$ cat config.mk
export PLATFORM = sky130hd
export DESIGN_NAME = line_buffer_ctrl
export DESIGN_NICKNAME = d
export VERILOG_FILES = /design/src/rtl/line_buffer_ctrl.sv
export SDC_FILE = /design/constraint.sdc
export NUM_CORES = 1
export LEC_CHECK = 0
export CAP_MARGIN = 10
export CORE_MARGIN = 1.5
export CORE_UTILIZATION = 45
export CTS_BUF_LIST = sky130_fd_sc_hd__clkbuf_2
export CTS_CLUSTER_DIAMETER = 50
export DETAILED_ROUTE_END_ITERATION = 12
export PLACE_DENSITY = 0.73
export SYNTH_ARGS = -nofsm -noshare
export SYNTH_HDL_FRONTEND = slang
export SYNTH_SLANG_ARGS = --single-unit
$ cat constraint.sdc
create_clock -name clk -period 2.1 [get_ports clk]
set_input_delay 0.315 -clock clk [delete_from_list [all_inputs] [get_ports clk]]
set_output_delay 0.315 -clock clk [all_outputs]
set_load 0.01 [all_outputs]
$ cat src/rtl/line_buffer_ctrl.sv
// line_buffer_ctrl
//   Sequences a two-line cascaded line buffer plus a 3x3 window shift register
//   for a WIDTH x HEIGHT raster stream. It tracks the column and row of the
//   next expected pixel and gates line-buffer writes to the active frame. It
//   flags a complete 3x3 neighbourhood one cycle after the pixel that
//   completes it.
//
// Ports
//   clk           single clock, rising edge
//   rst           asynchronous active-low reset
//   start_i       one-cycle pulse, arms a new frame (honoured only in IDLE)
//   valid_i       a pixel is on the stream this cycle
//   lb0_done_i    first line buffer full / reading
//   lb1_done_i    second (cascaded) line buffer full / reading
//   lb_we_o       write enable to line buffers and window (combinational)
//   win_valid_o   window holds a complete 3x3 neighbourhood (registered)
//   col_o, row_o  position of the next expected pixel
//   busy_o        frame in progress (FILL or RUN)
//   frame_done_o  one-cycle pulse after the last pixel of a frame
//   err_o         sticky: line buffers not both done when the window went live
module line_buffer_ctrl #(
  parameter int WIDTH  = 640,
  parameter int HEIGHT = 480
) (
  input  logic       clk,
  input  logic       rst,
  input  logic       start_i,
  input  logic       valid_i,
  input  logic       lb0_done_i,
  input  logic       lb1_done_i,
  output logic       lb_we_o,
  output logic       win_valid_o,
  output logic [9:0] col_o,
  output logic [8:0] row_o,
  output logic       busy_o,
  output logic       frame_done_o,
  output logic       err_o
);

  typedef enum logic [1:0] {IDLE, FILL, RUN, DONE} state_t;

  localparam logic [9:0] COL_LAST = 10'(WIDTH - 1);
  localparam logic [8:0] ROW_LAST = 9'(HEIGHT - 1);

  state_t     state_q, state_d;
  logic [9:0] col_q, col_d;
  logic [8:0] row_q, row_d;
  logic       win_q, win_d;
  logic       fd_q, fd_d;
  logic       err_q, err_d;

  logic accept;
  logic eol;

  // A pixel is consumed only while a frame is open; anything else is dropped.
  assign accept = valid_i && ((state_q == FILL) || (state_q == RUN));
  assign eol    = accept && (col_q == COL_LAST);

  always_comb begin
    state_d = state_q;
    col_d   = col_q;
    row_d   = row_q;
    err_d   = err_q;
    fd_d    = 1'b0;
    // Window is complete once two full rows and two columns of the
    // current row sit behind the pixel just written.
    win_d   = accept && (row_q >= 9'd2) && (col_q >= 10'd2);

    if (accept) begin
      col_d = eol ? 10'd0 : col_q + 10'd1;
      row_d = eol ? row_q + 9'd1 : row_q;
    end

    unique case (state_q)
      IDLE: begin
        if (start_i) begin
          state_d = FILL;
          col_d   = 10'd0;
          row_d   = 9'd0;
        end
      end
      FILL: begin
        // Both buffers must be primed exactly when row 1 completes.
        if (eol && (row_q == 9'd1)) begin
          state_d = RUN;
          if (!(lb0_done_i && lb1_done_i)) err_d = 1'b1;
        end
      end
      RUN: begin
        if (eol && (row_q == ROW_LAST)) begin
          state_d = DONE;
          col_d   = 10'd0;
          row_d   = 9'd0;
          fd_d    = 1'b1;
        end
      end
      DONE: state_d = IDLE;
      default: state_d = IDLE;
    endcase
  end

  always_ff @(posedge clk or negedge rst) begin
    if (!rst) begin
      state_q <= IDLE;
      col_q   <= 10'd0;
      row_q   <= 9'd0;
      win_q   <= 1'b0;
      fd_q    <= 1'b0;
      err_q   <= 1'b0;
    end else begin
      state_q <= state_d;
      col_q   <= col_d;
      row_q   <= row_d;
      win_q   <= win_d;
      fd_q    <= fd_d;
      err_q   <= err_d;
    end
  end

  assign lb_we_o      = accept;
  assign win_valid_o  = win_q;
  assign col_o        = col_q;
  assign row_o        = row_q;
  assign busy_o       = (state_q == FILL) || (state_q == RUN);
  assign frame_done_o = fd_q;
  assign err_o        = err_q;

endmodule

After elaboration in Yosys (flattened, before gate mapping):

Cells that the tools add are included.

* register bits: 24
* latch bits: 0
* memory bits (writable): 0
* memory bits (read-only): 0
* input bits: 6
* output and inout port bits: 24
* logic and storage cells: 47
* memories: 0

* $add $sub $neg: 2
* multiply operators: 0
* div/mod/pow operators: 0
* $lt $le $gt $ge: 2
* equal/unequal tests: 9
* shift operators: 0
* muxes and demuxes: 16
* bitwise gates (word level): 1
* reductions and logical operators: 11

Operators with widths (number)
* $mux W10: 4
* $mux W9: 4
* $pmux W10 S2: 1
* $pmux W9 S2: 1
* $add A10 B1 Y10 const B: 1
* $eq A10 B10 Y1 const B: 1
* $ge A10 B2 Y1 const B: 1
* $add A9 B1 Y9 const B: 1
* $eq A9 B1 Y1 const B: 1
* $eq A9 B9 Y1 const B: 1
* $ge A9 B2 Y1 const B: 1
* $pmux W2 S4: 1
* $logic_and A1 B1 Y1: 7
* $mux W2: 3
* $reduce_and A3 Y1: 2
* $eq A2 B2 Y1 const B: 2
* $ne A2 B1 Y1 const B: 2
* $eq A2 B1 Y1 const B: 1
* $logic_not A2 Y1: 1
* $mux W1: 2
* $ne A2 B2 Y1 const B: 1
* $logic_or A1 B1 Y1: 1
* $not A1 Y1: 1

Depth between registers and ports, before layout:

Gate-level depths: netlist (run 1).

* depth in word-level cells: 8
* depth in mapped cells: 7
* mapped depth without buffers: 7

Worst setup path before layout (run 1):

Ideal clock, no wire load.

* kind: reg-to-reg
* start: register state_q[0]
* end: register state_q[1]
* setup time: 0.128 ns
* data arrival time: 1.912 ns
* required time: 1.972 ns
* setup slack: 0.060 ns
* cell stages (with the launch flop): 8
* path through: dfrtp_1 -> inv_1 -> ha_1 -> nand4_1 -> nor4_4 -> a21oi_1 -> a21oi_2 -> mux2_1

* word-level cells in the longest chain between the ends: 7

RTL lines
* from (decl): RTL line 45 `state_t state_q, state_d;`
* from (signal assigned): RTL line 111 `state_q <= state_d;`
* $eq A2 B1 Y1 / $eq A2 B2 Y1 (equally long branches)
* $logic_or A1 B1 Y1 (*)
* via busy_o: RTL line 35 `output logic busy_o,`
* $logic_and A1 B1 Y1 (*): RTL line 56 `assign accept = valid_i && ((state_q == FILL) || (state_q == RUN));`
* $logic_and A1 B1 Y1 (*): RTL line 57 `assign eol = accept && (col_q == COL_LAST);`
* $logic_and A1 B1 Y1 (on tied branches): RTL line 90, 84
* $ne A2 B1 Y1 (no source line)
* $reduce_and A3 Y1 (no source line) (*)

The timed path passes the listed nets; every way through them passes the cells marked *.
A chain may end at the register's enable or synchronous reset.

Worst setup path in the final report (run 1):

* start: register row_q[4], in the netlist row_o[4]
* end: register state_q[1]

* word-level cells in the longest chain between the ends: 4

RTL lines
* from (decl): RTL line 47 `logic [8:0] row_q, row_d;`
* from (signal assigned): RTL line 113 `row_q <= row_d;`
* $eq A9 B9 Y1 / $eq A9 B1 Y1 (equally long branches): RTL line 90, 84
* $logic_and A1 B1 Y1 (on tied branches): RTL line 90, 84
* $ne A2 B1 Y1 (no source line)
* $reduce_and A3 Y1 (no source line) (*)

Mark *: on every way between the ends. The rest lies on a longest branch, timed or not.

==> impl_metrics.toml, run 1 <==
[cts]
cts_root_buffer = "clkbuf_2"
clock_tree.htree_level_count = 1
cts-root-to-sink-buffers = 2
numCtsBuffers = 3
clk_pin_slew_ns = 0.25
tritoncts_clock_tree = "yes"
clock-sinks = 24
clock_insertion_delay_worst_skew_ns = 0.36

[yosys]
synth.cell_area_sq_um = 1330
post_synth.cell_area_avg_sq_um = 9.43
seq_area_frac_synth = 0.452
netlist-cell-type-count = 30
ys.warnings.count = 0
netlist_instances = 141
netlist.area_leader.share = 0.452
synth_top_area_cell = "dfrtp_1"
synthTopCellsByArea = "dfrtp_1 (45%), xor2_1 (8.6%), ha_1 (7.5%)"
synth.ff_latch_count = 24
synth_nets = 155

[pwr]
swShare = 0.325
share_seq_of_total_power = 0.523
powerDensity_nw_per_um2 = 581
pwr-share-comb = 0.301
p_clk_frac = 0.176
static-leakage-power_uw = 0.000880
cell_internal_pwr_uw = 722
max-vdd-ir-drop_v = 0.000590
netSwitchingPower_uw = 348

[drt]
drt_pass_1_iters = 4
route.final.wire_length_um = 3190
viasPerCell = 5.42
post-route-drc-count = 0
routed_wire_length_per_instance_um = 14.2
ant_nets = 0
route.vias.total = 1213
drt-initial-drc-count = 25

[finish]
nNetsFinal = 208
most_frequent_standard_cell_in_the_layout_excluding_fill_and_tap_cells = "clkdlybuf4s50_1"
final_core_util = 0.663
syn2layout_area_growth_pct = 38.6
layout.cells.most_common_list = "clkdlybuf4s50_1 (27), nor2_1 (24), dfrtp_1 (24)"
antenna_cells = 0
layout-drive-gt1-share = 0.161

[grt]
global_route.overflow_total = 0
grt_first_pass_wirelength_um = 5380
grt_antenna_before_repair = 0
grtUsageTotal = 0.210
via_count_of_the_first_global_routing_pass = 1204
maximum_number_of_pins_on_one_net_before_global_route_repair = 25

[critical_path]
worst_setup_path_end_kind = "flop"
worst-path-max-fanout = 2
timing.critical_path.slowest_stage_cell = "or4_1"
cp_top_family = "simple AND/OR/NAND/NOR gates"
critical_path_arrival_ns = 2.26
worst-endpoint-required_ns = 2.36
critPathKind = "reg -> reg"
startpoint_type = "flop"
crit_path_max_incr_delay_ns = 0.53
worst-path-buf-inv = 1
timing.critical_path.cells = "or4_1, nor4_2, buf_4, nand3_1, a21oi_2, mux2_1"

[timing]
final-hold-violation-count = 0
post-route-min-period_ns = 2.00
final.setup.tns_ns = 0
fmax_ghz = 0.499
worst_clock_skew_ns = 0.0217
worst-slew-pin-transition_ns = 0.329
setup_viol = 0
slew_headroom = 0.780
rsz0062_at_grt = "no"
timing_max_transition_violations_final = 0
period_share = 0.955
hold-worst-slack_ns = 0.261

[placed_design]
dp_hpwl_um = 2460
gp_congestion = 0.763
portBuffers = 29

[floorplanning]
design.die.area_sq_um = 3290
floorplan.initialDensity = 0.478
rows = 19
die_height_um = 57.4
floorplan_die_width_um = 57.4
coreArea_sq_um = 2780
io-pin-count = 30

[worst_hold_path]
worst_hold_path_type = "in -> async"

[job]
drv_cap = 0

[status]
run_status = "finished clean"
==> state kept, by name, indices dropped and copies added (netlist names) <==
| register | count |
|---|---|
| row_o | 9 |
| win_valid_o | 1 |
| frame_done_o | 1 |
| state_q | 2 |
| col_o | 10 |
| err_o | 1 |
==> power by group through the flow <==
stage / Sequential, uW / Combinational [uW] / Clock, uW
floorplan: 600 / 98.5 / 0
global placement: 564 / 317 / 0
detailed placement: 570 / 323 / 0
CTS: 560 / 326 / 188
global route: 570 / 359 / 202
finish: 559 / 322 / 188
==> area by class of cell <==
type	count	area (sq um)
Fill cell	235	938
Clock inverter	1	3.75
Multi-Input combinational cell	110	724
Sequential cell	24	601
Clock buffer	3	15.0
Inverter	7	26.3
Tap cell	31	38.8
Timing Repair Buffer	48	434
==> synthesized netlist by cell type <==
cell type,instances
a21oi_1,5
a21oi_2,1
a22oi_1,1
a2bb2oi_1,1
a31oi_1,1
and3_1,2
and3b_1,2
dfrtp_1,24
ha_1,8
inv_1,7
mux2_1,1
nand2_1,15
nand2b_1,2
nand3_1,8
nand4_1,8
nor2_1,24
nor2_2,1
nor2b_1,1
nor3_1,2
nor3_2,1
nor4_1,3
nor4_4,1
o21ai_0,1
o21bai_1,1
or3_1,3
or3_4,1
or3b_4,1
or4_1,1
xnor2_1,1
xor2_1,13
==> path summary, 6_finish.rpt <==
path	depth (start not counted)	from	endpoint	slack, ns
min in group clk	1	err_o	err_o	0.51
hold reg to reg	1	err_o	err_o	0.51
setup reg to reg	6	row_o[4]	state_q[1]	0.1
max in group asynchronous	2	rst	state_q[1]	1.58
setup / recovery	6	row_o[4]	state_q[1]	0.1
hold / removal	2	rst	row_o[2]	0.26
==> worst register-to-register path: cells and delay by family (launching register included) <==
kind                   cells  cell delay [ns]
multiplexers               1             0.34
AND/OR/NAND/NOR            3             0.79
AO/OA/AOI/OAI              1             0.17
flip-flops                 1             0.45
buffers and inverters      1             0.16
==> stage by stage <==
stage	setup WS, ns	std cells	total power (uW)	instance area [sq um]
floorplan	0.0600	141	698	1330
global placement	0.0698	218	881	1790
detailed placement	0.0135	218	892	1790
CTS	0.0236	224	1070	1830
global route	0.00404	224	1130	1840
finish	0.0955	224	1070	1840
==> cell families (layout without fill, tap and decap cells) <==
group / count (synthesis) / in the layout / synth area share
compound gates: 11 / 11 / 0.0517
xor+xnor: 14 / 14 / 0.0922
fa+ha+maj: 8 / 8 / 0.0753
buf+inv: 7 / 59 / 0.0198
flops: 24 / 24 / 0.452
mux: 1 / 1 / 0.00847
simple gates: 76 / 76 / 0.301
==> what timing repair did <==
item / in CTS / in global routing
pin swaps: 0 / 1
setup endpoints to repair: 2 / 2
hold buffers: 0 / 0
gates resized for setup: 3 / 2
buffers inserted: 2 / 0
==> layer usage <==
layer / vias up / GRT usage / part of all wire
met4: 0 / 0.0498 / 0.0097
met2: 33 / 0.369 / 0.51
met5: - / 0 / 0
met3: 5 / 0.0204 / 0.034
li1: 588 / - / -
met1: 587 / 0.278 / 0.45
No activity file was read; power rests on OpenSTA's default activity.
==> run 2, diff against run 1 <==
--- a/config.mk
+++ b/config.mk
@@ -12,6 +12,7 @@
 export CTS_CLUSTER_DIAMETER = 50
 export DETAILED_ROUTE_END_ITERATION = 12
 export PLACE_DENSITY = 0.73
+export SKIP_CTS_REPAIR_TIMING = 1
 export SYNTH_ARGS = -nofsm -noshare
 export SYNTH_HDL_FRONTEND = slang
 export SYNTH_SLANG_ARGS = --single-unit
==> impl_metrics.toml, run 2 (synthesis results as in run 1) <==
[floorplanning]
floorplan_die_width_um = 57.4
coreArea_sq_um = 2780
io-pin-count = 30
rows = 19
design.die.area_sq_um = 3290
floorplan.initialDensity = 0.478
die_height_um = 57.4

[grt]
grt_antenna_before_repair = 0
global_route.overflow_total = 0
maximum_number_of_pins_on_one_net_before_global_route_repair = 25
grtUsageTotal = 0.208
via_count_of_the_first_global_routing_pass = 1194
grt_first_pass_wirelength_um = 5330

[cts]
clock_insertion_delay_worst_skew_ns = 0.36
clock-sinks = 24
clk_pin_slew_ns = 0.24
numCtsBuffers = 3
cts-root-to-sink-buffers = 2
clock_tree.htree_level_count = 1
tritoncts_clock_tree = "yes"
cts_root_buffer = "clkbuf_2"

[finish]
nNetsFinal = 208
antenna_cells = 0
most_frequent_standard_cell_in_the_layout_excluding_fill_and_tap_cells = "clkdlybuf4s50_1"
final_area_sq_um = 1850
syn2layout_area_growth_pct = 38.9
fill_cells = 234
layout-drive-gt1-share = 0.161
largest_register_ff_count = 10
layout.cells.most_common_list = "clkdlybuf4s50_1 (27), nor2_1 (24), dfrtp_1 (24)"

[drt]
ant_nets = 0
routed-wl-met3_um = 111
route.final.wire_length_um = 3210
route.vias.total = 1196
viasPerCell = 5.34
routed.top_layer = "met4"
routed_wire_length_per_instance_um = 14.3
drt-initial-drc-count = 30
met1_length_um = 1420
drt_pass_1_iters = 4
post-route-drc-count = 0
met2_wire_length_um = 1650

[pwr]
netSwitchingPower_uw = 350
swShare = 0.326
pwr-share-comb = 0.302
static-leakage-power_uw = 0.000887
cell_internal_pwr_uw = 722
max-vdd-ir-drop_v = 0.000589
p_clk_frac = 0.176
share_seq_of_total_power = 0.522
total_power_uw = 1070
powerDensity_nw_per_um2 = 581

[critical_path]
startpoint_type = "flop"
worst_setup_path_end_kind = "flop"
regToRegStartpoint = "state_q[1]"
worstReg2RegEnd = "state_q[1]"
worstRegToRegCells = 7
critical_path.startpoint = "state_q[1]"
worst-path-max-fanout = 3
timing.critical_path.cells = "inv_1, ha_4, nand4_1, nor4_4, a21oi_1, a21oi_2, mux2_1"
worst-endpoint-required_ns = 2.36
critical_path_arrival_ns = 2.30
timing.critical_path.slowest_stage_cell = "dfrtp_1"
critPathKind = "reg -> reg"
crit_path_max_incr_delay_ns = 0.42
reg2reg_slack_ns = 0.06
worstSetupEndpoint = "state_q[1]"

[timing]
period_share = 0.971
final.setup.tns_ns = 0
worst_clock_skew_ns = 0.0151
final-hold-violation-count = 0
hold-worst-slack_ns = 0.267
setup_viol = 0
timing_max_transition_violations_final = 0
fmax_ghz = 0.491
worst-slew-pin-transition_ns = 0.325
slew_headroom = 0.783
post-route-min-period_ns = 2.04
setup_slack_ns = 0.0616

[job]
drv_cap = 0

[placed_design]
dp_hpwl_um = 2460
gp_congestion = 0.763
placement.setup.worst_slack_ns = 0.0135
dpl-instance-area_sq_um = 1790
portBuffers = 29

[status]
run_status = "finished clean"

[worst_hold_path]
worst_hold_path_type = "in -> async"
-- run 2: cell count changes in the layout (fill, tap and decap cells not counted) --
cell | before | now
dlymetal6s2s_1 | 1 | 2
dlygate4sd2_1 | 1 | 0
-- run 2: metal layers --
metal / up-vias / GRT usage
met2: 27 / 0.364
li1: 587 / -
met5: - / 0
met3: 5 / 0.0204
met1: 577 / 0.278
met4: 0 / 0.0498
-- run 2: how the worst min path moves through the flow --
| stage | cells past startpoint | to | start | slack (ns) |
|---|---|---|---|---|
| floorplan | 0 | col_o[0] | rst | 0.02 |
| global placement | 1 | err_o | err_o | 0.46 |
| detailed placement | 1 | err_o | err_o | 0.47 |
| CTS | 2 | row_o[4] | rst | 0.29 |
| global route | 2 | row_o[2] | rst | 0.30 |
| finish | 2 | row_o[4] | rst | 0.27 |
-- run 2: final cells by class --
type / instances / area, sq um / share of cell area
well taps: 31 / 38.8 / 0.0210
multi-input cells: 110 / 724 / 0.392
flip-flops and latches: 24 / 601 / 0.325
clock inverters: 1 / 3.75 / 0.00203
clock buffers: 3 / 15.0 / 0.00813
repair buffers: 48 / 438 / 0.237
inverters: 7 / 26.3 / 0.0142
-- run 2: metrics by stage --
stage,cells,utilization
finish,224,0.664
global route,224,0.664
CTS,222,0.649
detailed placement,218,0.642
global placement,218,0.642
floorplan,141,-
-- run 2: power by group through the flow --
| stage | registers (uW) | logic (uW) | clock network [uW] |
|---|---|---|---|
| after detailed placement | 570 | 323 | 0 |
| final | 560 | 323 | 189 |
| after floorplan | 600 | 98.5 | 0 |
| after CTS | 560 | 326 | 188 |
| after global routing | 570 | 359 | 202 |
| after global placement | 564 | 317 | 0 |
-- run 2: worst max-delay path, delay by kind of cell (launching register included) --
kind | cells | cell delay [ns]
compound gates | 2 | 0.31
buf+inv | 1 | 0.09
mux | 1 | 0.35
fa+ha+maj | 1 | 0.29
simple gates | 2 | 0.49
flops | 1 | 0.42
==> run 3, diff against run 2 <==
--- a/config.mk
+++ b/config.mk
@@ -6,13 +6,15 @@
 export NUM_CORES = 1
 export LEC_CHECK = 0
 export CAP_MARGIN = 10
-export CORE_MARGIN = 1.5
+export CORE_MARGIN = 2
 export CORE_UTILIZATION = 45
 export CTS_BUF_LIST = sky130_fd_sc_hd__clkbuf_2
 export CTS_CLUSTER_DIAMETER = 50
 export DETAILED_ROUTE_END_ITERATION = 12
 export PLACE_DENSITY = 0.73
+export SETUP_SLACK_MARGIN = 0.1
 export SKIP_CTS_REPAIR_TIMING = 1
+export SLEW_MARGIN = 10
 export SYNTH_ARGS = -nofsm -noshare
 export SYNTH_HDL_FRONTEND = slang
 export SYNTH_SLANG_ARGS = --single-unit
==> impl_metrics.toml, run 3 (synthesis results as in run 1) <==
[cts]
cts_root_buffer = "clkbuf_2"
clk_pin_slew_ns = 0.23
numCtsBuffers = 3
cts-root-to-sink-buffers = 2
clock_insertion_delay_worst_skew_ns = 0.34
tritoncts_clock_tree = "yes"
clock_tree.htree_level_count = 1
clock-sinks = 24

[grt]
groute.layer.met3.usage = 0.0286
grt_util_met2 = 0.352
grt_antenna_before_repair = 0
grtUsageTotal = 0.202
global_route.overflow_total = 0
grt_first_pass_wirelength_um = 5280
maximum_number_of_pins_on_one_net_before_global_route_repair = 25
via_count_of_the_first_global_routing_pass = 1158
met1_usage = 0.266
global_route.peak_usage_layer = "met2"

[floorplanning]
die_height_um = 58.4
floorplan_die_width_um = 58.4
floorplan.initialDensity = 0.478
design.die.area_sq_um = 3410
io-pin-count = 30
coreArea_sq_um = 2780
rows = 19

[job]
drv_cap = 0

[pwr]
max-vdd-ir-drop_v = 0.000439
powerDensity_nw_per_um2 = 563
total_power_uw = 1060
static-leakage-power_uw = 0.000894

[placed_design]
gp_congestion = 0.753
placement.setup.worst_slack_ns = -0.000652
dp_hpwl_um = 2430
portBuffers = 29
dpl-instance-area_sq_um = 1800

[finish]
largest_register_ff_count = 10
nNetsFinal = 210
layout.cells.most_common_list = "clkdlybuf4s50_1 (27), nor2_1 (24), dfrtp_1 (24)"
most_frequent_standard_cell_in_the_layout_excluding_fill_and_tap_cells = "clkdlybuf4s50_1"
syn2layout_area_growth_pct = 41.2
layout-drive-gt1-share = 0.195
final_area_sq_um = 1880
antenna_cells = 0

[timing]
hold-worst-slack_ns = 0.290
final-hold-violation-count = 0
worst-slew-pin-transition_ns = 0.308
period_share = 0.952
rsz0062_at_grt = "yes"
post-route-min-period_ns = 2.00
setup_slack_ns = 0.102
setup_viol = 0
fmax_ghz = 0.500
final.setup.tns_ns = 0
slew_headroom = 0.795
timing_max_transition_violations_final = 0
worst_clock_skew_ns = 0.00134

[drt]
routed_wire_length_per_instance_um = 14.4
route.final.wire_length_um = 3250
drt_pass_1_iters = 4
drt-initial-drc-count = 30
viasPerCell = 5.32
post-route-drc-count = 0
route.vias.total = 1203
ant_nets = 0

[critical_path]
timing.critical_path.slowest_stage_cell = "dfrtp_1"
critPathKind = "reg -> reg"
cp_top_family = "simple AND/OR/NAND/NOR gates"
reg2reg_slack_ns = 0.10
crit_path_max_incr_delay_ns = 0.45
timing.critical_path.cells = "inv_2, ha_4, nand4_1, nor3_2, nand3_1, a21oi_2, mux2_1"
worst-endpoint-required_ns = 2.37
worst-path-buf-inv = 1
worst-path-max-fanout = 5
critical_path_arrival_ns = 2.26
worst_setup_path_end_kind = "flop"
startpoint_type = "flop"

[status]
run_status = "finished clean"

[worst_hold_path]
worst_hold_path_type = "in -> async"
==> run 3: cell count changes in the layout (fill, tap and decap cells not counted), moves of 2 or more <==
cell     delta
a21oi_1     -2
a21oi_2     +2
inv_2       +2
buf_4       +2
inv_1       -2
==> run 3: worst reg2reg max path: stages, from the launching register on <==
cell and delay, ns:
dfrtp_1 0.45, inv_2 0.08, ha_4 0.29, nand4_1 0.19, nor3_2 0.23, nand3_1 0.16, a21oi_2 0.19, mux2_1 0.33
==> run 3: final cells by class <==
type | instances | area, sq um
Clock inverter | 1 | 3.75
Inverter | 7 | 26.3
Sequential cell | 24 | 601
Timing Repair Buffer | 50 | 453
Tap cell | 31 | 38.8
Multi-Input combinational cell | 110 | 741
Fill cell | 230 | 903
Clock buffer | 3 | 15.0
==> run 3: per-layer routing <==
| metal | routed length (um) | up-vias |
|---|---|---|
| met2 | 1660 | 30 |
| li1 | - | 588 |
| met5 | 0 | - |
| met1 | 1460 | 580 |
| met4 | 26 | 0 |
| met3 | 107 | 5 |
==> run 3: where the power goes <==
group / switching [uW] / internal [uW] / leakage, uW / total, uW
Sequential: 70.1 / 508 / 0.000320 / 578
Clock: 143 / 41.4 / 0.0000140 / 184
Combinational: 134 / 161 / 0.000559 / 296
==> run 3: worst paths after layout <==
kind | depth (start not counted) | from | endpoint
setup / recovery | 7 | state_q[1] | state_q[1]
hold / removal | 2 | rst | err_o
setup reg to reg | 7 | state_q[1] | state_q[1]
hold reg to reg | 1 | err_o | err_o
max in group asynchronous | 2 | rst | col_o[7]
min in group clk | 1 | err_o | err_o
==> run 3: stage by stage <==
step                cells   util
floorplan             141      -
global placement      218  0.648
detailed placement    218  0.648
CTS                   222  0.655
global route          226  0.675
finish                226  0.675
